### config.mk
export PLATFORM = sky130hd
export DESIGN_NAME = pwm_sample_feeder
export DESIGN_NICKNAME = d
export VERILOG_FILES = /design/src/rtl/pwm_sample_feeder.sv
export SDC_FILE = /design/constraint.sdc
export NUM_CORES = 1
export LEC_CHECK = 0
export BUFFER_PORTS_ARGS = -buffer_cell sky130_fd_sc_hd__buf_2
export CAP_MARGIN = 20
export CORE_MARGIN = 2
export CORE_UTILIZATION = 35
export DETAILED_ROUTE_END_ITERATION = 10
export HOLD_SLACK_MARGIN = 0.08
export PLACE_DENSITY_LB_ADDON = 0.25
export SYNTH_ARGS = -nofsm -noshare
export SYNTH_HDL_FRONTEND = slang
export SYNTH_SLANG_ARGS = --single-unit
export TNS_END_PERCENT = 100
### constraint.sdc
create_clock -name clk -period 2.75 [get_ports clk]
set_input_delay 0.275 -clock clk [delete_from_list [all_inputs] [get_ports clk]]
set_output_delay 0.275 -clock clk [all_outputs]
set_load 0.02 [all_outputs]
### src/rtl/pwm_sample_feeder.sv
// Stereo sample FIFO that hands one left/right duty pair to a PWM output stage per frame.
// An empty FIFO at the end of a frame holds the previous duty values and records an underrun.
module pwm_sample_feeder #(
    parameter int PERIOD = 256,
    parameter int DEPTH  = 4
) (
    input  logic                     clk,
    input  logic                     aclr_n,
    input  logic                     in_valid,
    input  logic [7:0]               in_left,
    input  logic [7:0]               in_right,
    output logic                     in_ready,
    output logic [7:0]               left_top,
    output logic [7:0]               right_top,
    output logic                     frame_strobe,
    output logic [$clog2(DEPTH):0]   fill,
    output logic                     underrun,
    output logic [7:0]               underrun_count
);

    localparam int CW = $clog2(PERIOD);
    localparam int AW = $clog2(DEPTH);
    localparam logic [CW-1:0] CNT_LAST = CW'(PERIOD - 1);
    localparam logic [AW:0]   FULL     = (AW + 1)'(DEPTH);

    logic [CW-1:0] cnt_q, cnt_d;
    logic [AW-1:0] wptr_q, wptr_d;
    logic [AW-1:0] rptr_q, rptr_d;
    logic [AW:0]   fill_q, fill_d;
    logic [7:0]    left_q, left_d;
    logic [7:0]    right_q, right_d;
    logic          strobe_q, strobe_d;
    logic          under_q, under_d;
    logic [7:0]    ucnt_q, ucnt_d;
    logic [15:0]   mem [DEPTH];

    logic pop_cycle;
    logic push;
    logic pop;

    // Ready depends only on registered occupancy, so a full FIFO refuses a push even while popping.
    assign in_ready = (fill_q < FULL);

    always_comb begin
        pop_cycle = (cnt_q == CNT_LAST);
        push      = in_valid && in_ready;
        pop       = pop_cycle && (fill_q != '0);

        cnt_d    = pop_cycle ? '0 : cnt_q + CW'(1);
        wptr_d   = push ? wptr_q + AW'(1) : wptr_q;
        rptr_d   = pop ? rptr_q + AW'(1) : rptr_q;
        fill_d   = fill_q;
        left_d   = left_q;
        right_d  = right_q;
        strobe_d = pop;
        under_d  = under_q;
        ucnt_d   = ucnt_q;

        case ({push, pop})
            2'b10:   fill_d = fill_q + (AW + 1)'(1);
            2'b01:   fill_d = fill_q - (AW + 1)'(1);
            default: fill_d = fill_q;
        endcase

        if (pop) begin
            left_d  = mem[rptr_q][15:8];
            right_d = mem[rptr_q][7:0];
        end

        // A push landing in the same cycle cannot rescue an empty pop cycle.
        if (pop_cycle && (fill_q == '0)) begin
            under_d = 1'b1;
            if (ucnt_q != 8'hFF) begin
                ucnt_d = ucnt_q + 8'd1;
            end
        end
    end

    always_ff @(posedge clk or negedge aclr_n) begin
        if (!aclr_n) begin
            cnt_q    <= '0;
            wptr_q   <= '0;
            rptr_q   <= '0;
            fill_q   <= '0;
            left_q   <= '0;
            right_q  <= '0;
            strobe_q <= 1'b0;
            under_q  <= 1'b0;
            ucnt_q   <= '0;
        end else begin
            cnt_q    <= cnt_d;
            wptr_q   <= wptr_d;
            rptr_q   <= rptr_d;
            fill_q   <= fill_d;
            left_q   <= left_d;
            right_q  <= right_d;
            strobe_q <= strobe_d;
            under_q  <= under_d;
            ucnt_q   <= ucnt_d;
        end
    end

    // Storage is not reset; pointers and occupancy alone define what is valid.
    always_ff @(posedge clk) begin
        if (push) begin
            mem[wptr_q] <= {in_left, in_right};
        end
    end

    assign left_top       = left_q;
    assign right_top      = right_q;
    assign frame_strobe   = strobe_q;
    assign fill           = fill_q;
    assign underrun       = under_q;
    assign underrun_count = ucnt_q;

endmodule

Word-level counts from Yosys, hierarchy flattened --
Memories as Yosys holds them, arrays and structs flattened. A register that Yosys moved wholly into a read port is not among the register bits. Index checks and enable logic that the tools add are counted.
Storage, ports and cells: register bits after elaboration 25, RAM bits 64, bits of input ports 19, output and inout bits 30, logic and storage cells 31, memories 1
Memories:
- mem | words 4, width 16, rd ports 1, clocked after Yosys merged registers in 1, write ports 1, RTL line 35 | logic [15:0] mem [DEPTH];
Cells by class: add/subtract/negate cells 6, magnitude comparators 1, eq/ne operators 4, mux-type cells 4, reductions and logical operators 8
Operators with widths (number):
- $add A8 B1 Y8 const B | 2
- $eq A8 B8 Y1 const B | 1
- $mux W8 | 1
- $ne A8 B8 Y1 const B | 1
- $pmux W3 S2 | 1
- $add A2 B1 Y2 const B | 2
- $add A3 B1 Y3 const B | 1
- $logic_and A1 B1 Y1 | 3
- $logic_not A3 Y1 | 1
- $lt A3 B3 Y1 const B | 1
- $reduce_bool A3 Y1 | 1
- $sub A3 B1 Y3 const B | 1
- $eq A2 B1 Y1 const B | 1
- $eq A2 B2 Y1 const B | 1
- $mux W1 | 2
- $reduce_and A2 Y1 | 1
- $reduce_bool A2 Y1 | 1
- $logic_not A1 Y1 | 1

Depth between registers and ports, before layout --
depth after elaboration 4, depth in mapped cells 10, gate-level depth less buffers 9

Least setup slack after synthesis --
Ideal clock, no wire load.
path type flip-flop to flip-flop, start point register cnt_q[0], end point register fill_q[2], in the netlist fill[2], library setup time 0.080 ns, data arrival time 2.251 ns, path slack 0.419 ns, cell stages (with the launch flop) 11, path buffers 1, cell sequence dfrtp_1 ha_1 nand4_4 nor3_4 buf_6 ha_1 inv_1 fa_1 xor2_1 nor2_1 xnor2_1
On the way: word-level cells in the longest chain between the ends 4
Ends and longest elaborated chain:
- start: declaration | RTL line 26 | logic [CW-1:0] cnt_q, cnt_d;
- start signal: assignment | RTL line 91 | cnt_q <= cnt_d;
- $eq A8 B8 Y1 (*) | RTL line 45 | pop_cycle = (cnt_q == CNT_LAST);
- $logic_and A1 B1 Y1 (*) | RTL line 47 | pop = pop_cycle && (fill_q != '0);
- via pop | RTL line 39 | logic pop;
- $eq A2 B1 Y1 or $eq A2 B2 Y1 (tied branches) | RTL line 59 | case ({push, pop})
- $pmux W3 S2 or $reduce_bool A2 Y1 (tied branches)
- end signal: assignment | RTL line 94 | fill_q <= fill_d;
- end: declaration | RTL line 29 | logic [AW:0] fill_q, fill_d;
Mark *: on every way through the listed nets, which the timed path passes. The rest lies on a longest branch. A chain may end at the register's enable or synchronous reset.

Worst setup path in the final report --
start point register cnt_q[0], end point register fill_q[2], in the netlist fill[2]
On the way: word-level cells in the longest chain between the ends 4
Ends and longest elaborated chain (RTL line):
- $eq A8 B8 Y1 (*) | 45
- $logic_and A1 B1 Y1 (*) | 47
- $eq A2 B1 Y1 or $eq A2 B2 Y1 (tied branches) | 59
- $pmux W3 S2 or $reduce_bool A2 Y1 (tied branches)
Mark *: on every way between the ends. The rest lies on a longest branch, timed or not.

==> results.md <==
* Mean post-synth cell area at approximately 18 um^2
* Async set-or-reset flop fraction in the synthesized netlist at 39.0%
* Critical path startpoint category: flip-flop
* Total global routing overflow at 0
* Mux contribution to synthesized area at 14.5%
* Resize count post-CTS at 0
* Cell variety after synth at 32
* Pin count of the biggest net entering global routing at 42
* Worst Setup End Kind: flip-flop
* Maximum vdd drop at slightly below 0.4 mV
* Clk buf depth at 2
* Clk pin slew, worst setup/hold paths at 0.07 ns
* Worst Skew at 0.00750 ns
* Routed via count at 2,079
* Vias in the first global route at around 2.1k
* Area share of fa/ha/maj cells after synthesis at 2.59%
* Setup TNS at 0 ns
* # IOs at 49
* Initial antenna violation count at 0
* Final nets at 319
* Clock Tree Root: clkbuf_16
* # diodes at 0
* HPWL after DPL at 4.70 mm
* Critical path peak fanout at 4
* Max-Cap Viols at 0
* Period utilization at 76.6%
* Share of layout cells above drive strength 1 at 36.7%
* Crit path max-delay cell type: dfrtp_1
* Synth Cell Area at ~4200 um^2
* First-pass GRT wire length at 11.6 mm
* RSZ-0062 raised after global routing: false
* Row count at 39
* Complex-gate fraction of the synthesized area at 0.904%
* CP arrival at 2.37 ns
* Pins over their slew limit at 0
* Post-CTS setup buffers at 0
* Largest family of logic cells by synthesized area: multiplexers
* Clock Latency Late Sink at 0.34 ns
* DRT iter0 DRCs at 90
* DRC Markers at 6
* TritonCTS clock tree: yes
* Outcome: finished, violations left
* P per Cell Area at between 700 and 800 nW/um^2
* LEAKAGE at approximately 2.0 nW
* Fmax at 475 MHz
* Simple-gate area share of the yosys netlist at 6.17%
* # setup viols final at 0
* Avg WL per Cell at 16.4 um
* RD Place Congestion at 0.721
* DIE HEIGHT at 113 um
* Die area at 12,800 um^2
* Area fraction of the dominant cell type after synthesis at 46.3%
* Post-synthesis xor/xnor area fraction at 2.95%
* Die Wd at 113 um
* Yosys reg bits at 105
* Worst slew pin tran at 0.475 ns
* Failing checks: DRC
* First-pass DRT Iterations at 7
* # clock sinks at roughly 110
* CTS Hold Bufs at 0
* Cts bufs inserted at 9
* Area Overhead vs Synth at 18.7%
* Finished Core Util at 42.8%
* Area contributors post-synth: edfxtp_1, dfrtp_1, mux4_2
* Mapped Nets at 257
* Path category of the worst min-delay check: in2reg
* Period minus WS final at 2.11 ns
* Number of enable flip-flop cells after synthesis at between 60 and 70
* Final WL at between 7 and 8 mm
* Critical path class: reg2reg
* Sequential area share after synthesis at between 70% and 80%
* Starting density of the core at 36.1%
* Via density at 4.73
* IO Port Bufs at 48
* All-Layer GR Usage at about an eighth
* Slew headroom at approximately 68%
* ANT nets after route at 0
* Crit-path cells: ha_1 -> nand4_4 -> nor3_4 -> ha_1 -> inv_1 -> fa_1 -> xor2_1 -> nor2_1 -> xnor2_1
* Area leader, netlist: edfxtp_1
* Final hold vios at 0
* CTS H-tree lvls at 3
* Critical path required time at between 3 and 4 ns
* Core footprint at 11,500 um^2
* Mapped Cells at 230
* Peak per-stage delay on the critical path at ~0.38 ns
* Worst path most repeated cell: ha_1
* Most used DFF post-synth: edfxtp_1
* Yosys Warn Count at 0
==> state kept, by name (all words and copies together) (netlist names) <==
signal,flops
cnt_q,8
fill,3
frame_strobe,1
left_top,8
mem,64
right_top,8
rptr_q,2
underrun,1
underrun_count,8
wptr_q,2
==> cell families (layout without fill, tap and decap cells) <==
group                      Yosys count  count (layout)
xor gates and xnor gates            14              14
muxes                               38              38
AOI/OAI and AO/OA                    7               7
adders and majority gates            8               8
DFF                                105             105
and+or+nand+nor                     42              42
buffers and inverters               16              83
==> synthesized netlist by cell type, drive strengths merged, types with 2 or more instances <==
master and count:
nand3 6, a21oi 3, inv 10, nor3 3
nand4 6, o21ai 2, and3 5, xnor2 8
edfxtp 64, buf 5, nand2 5, nand2b 3
a31oi 2, dfrtp 41, mux4 16, xor2 6
nor2 6, mux2 19, mux2i 3, and2 4
ha 7
==> routing by layer <==
metal  vias to the layer above  global-route usage (%)  routed length [um]
met3                         6                    4.55                 381
met2                        56                    19.7                3430
li1                        985                       -                   -
met1                      1032                    15.4                3320
met4                         0                    3.17                  63
met5                         -                       0                   0
==> area by class of cell <==
| class | count | area (um^2) |
|---|---|---|
| Clock inverter | 4 | 56.3 |
| Multi-Input combinational cell | 109 | 1130 |
| Inverter | 10 | 37.5 |
| Tap cell | 143 | 179 |
| Clock buffer | 12 | 246 |
| Timing Repair Buffer | 57 | 335 |
| Sequential cell | 105 | 2950 |
| Fill cell | 1034 | 6590 |
==> layout by cell type (no fill, tap or decap), types with 6 or more instances in the layout <==
cell,netlist,layout
ha_1,7,7
xnor2_1,8,8
mux2_2,19,19
buf_4,0,6
edfxtp_1,64,64
nand3_1,6,6
nor2_1,6,6
xor2_1,6,6
clkbuf_16,0,9
dfrtp_1,41,41
inv_1,10,10
buf_2,2,48
mux4_2,16,16
==> critical path: cells and delay by family, from the launching register on <==
| kind | cells | cell delay [ns] |
|---|---|---|
| adders and majority gates | 3 | 0.85 |
| and+or+nand+nor | 3 | 0.45 |
| DFF | 1 | 0.38 |
| xor gates and xnor gates | 2 | 0.28 |
| buffers and inverters | 1 | 0.07 |
==> final timing paths <==
kind	start	end	slack, ns	depth (start not counted)
worst min-delay path	in_right[5]	mem[2][5]	0.15	1
min in group asynchronous	aclr_n	right_top[1]	0.36	2
worst min register to register	underrun	underrun	0.46	1
worst max register to register	cnt_q[0]	fill[2]	0.64	9
worst max-delay path	cnt_q[0]	fill[2]	0.64	9
max in group asynchronous	aclr_n	cnt_q[0]	1.93	3
==> metrics by stage <==
stage / setup WS, ns / total power, mW / std cells / area, um^2 / hold slack [ns]
after floorplan: 0.419 / 2.19 / 230 / 4150 / -0.0206
after global placement: 0.727 / 2.35 / 422 / 4600 / 0.449
after detailed placement: 0.657 / 2.36 / 422 / 4600 / 0.451
after CTS: 0.641 / 3.67 / 438 / 4900 / 0.136
after global routing: 0.478 / 3.78 / 440 / 4930 / 0.139
final: 0.643 / 3.61 / 440 / 4930 / 0.148
==> power by group <==
part	internal [mW]	switching, mW	leakage [nW]
Sequential	1.86	0.0556	1.13
Combinational	0.149	0.258	0.742
Clock	0.741	0.549	0.148
Total	2.75	0.863	2.02
(Power assumes the default switching activity.)
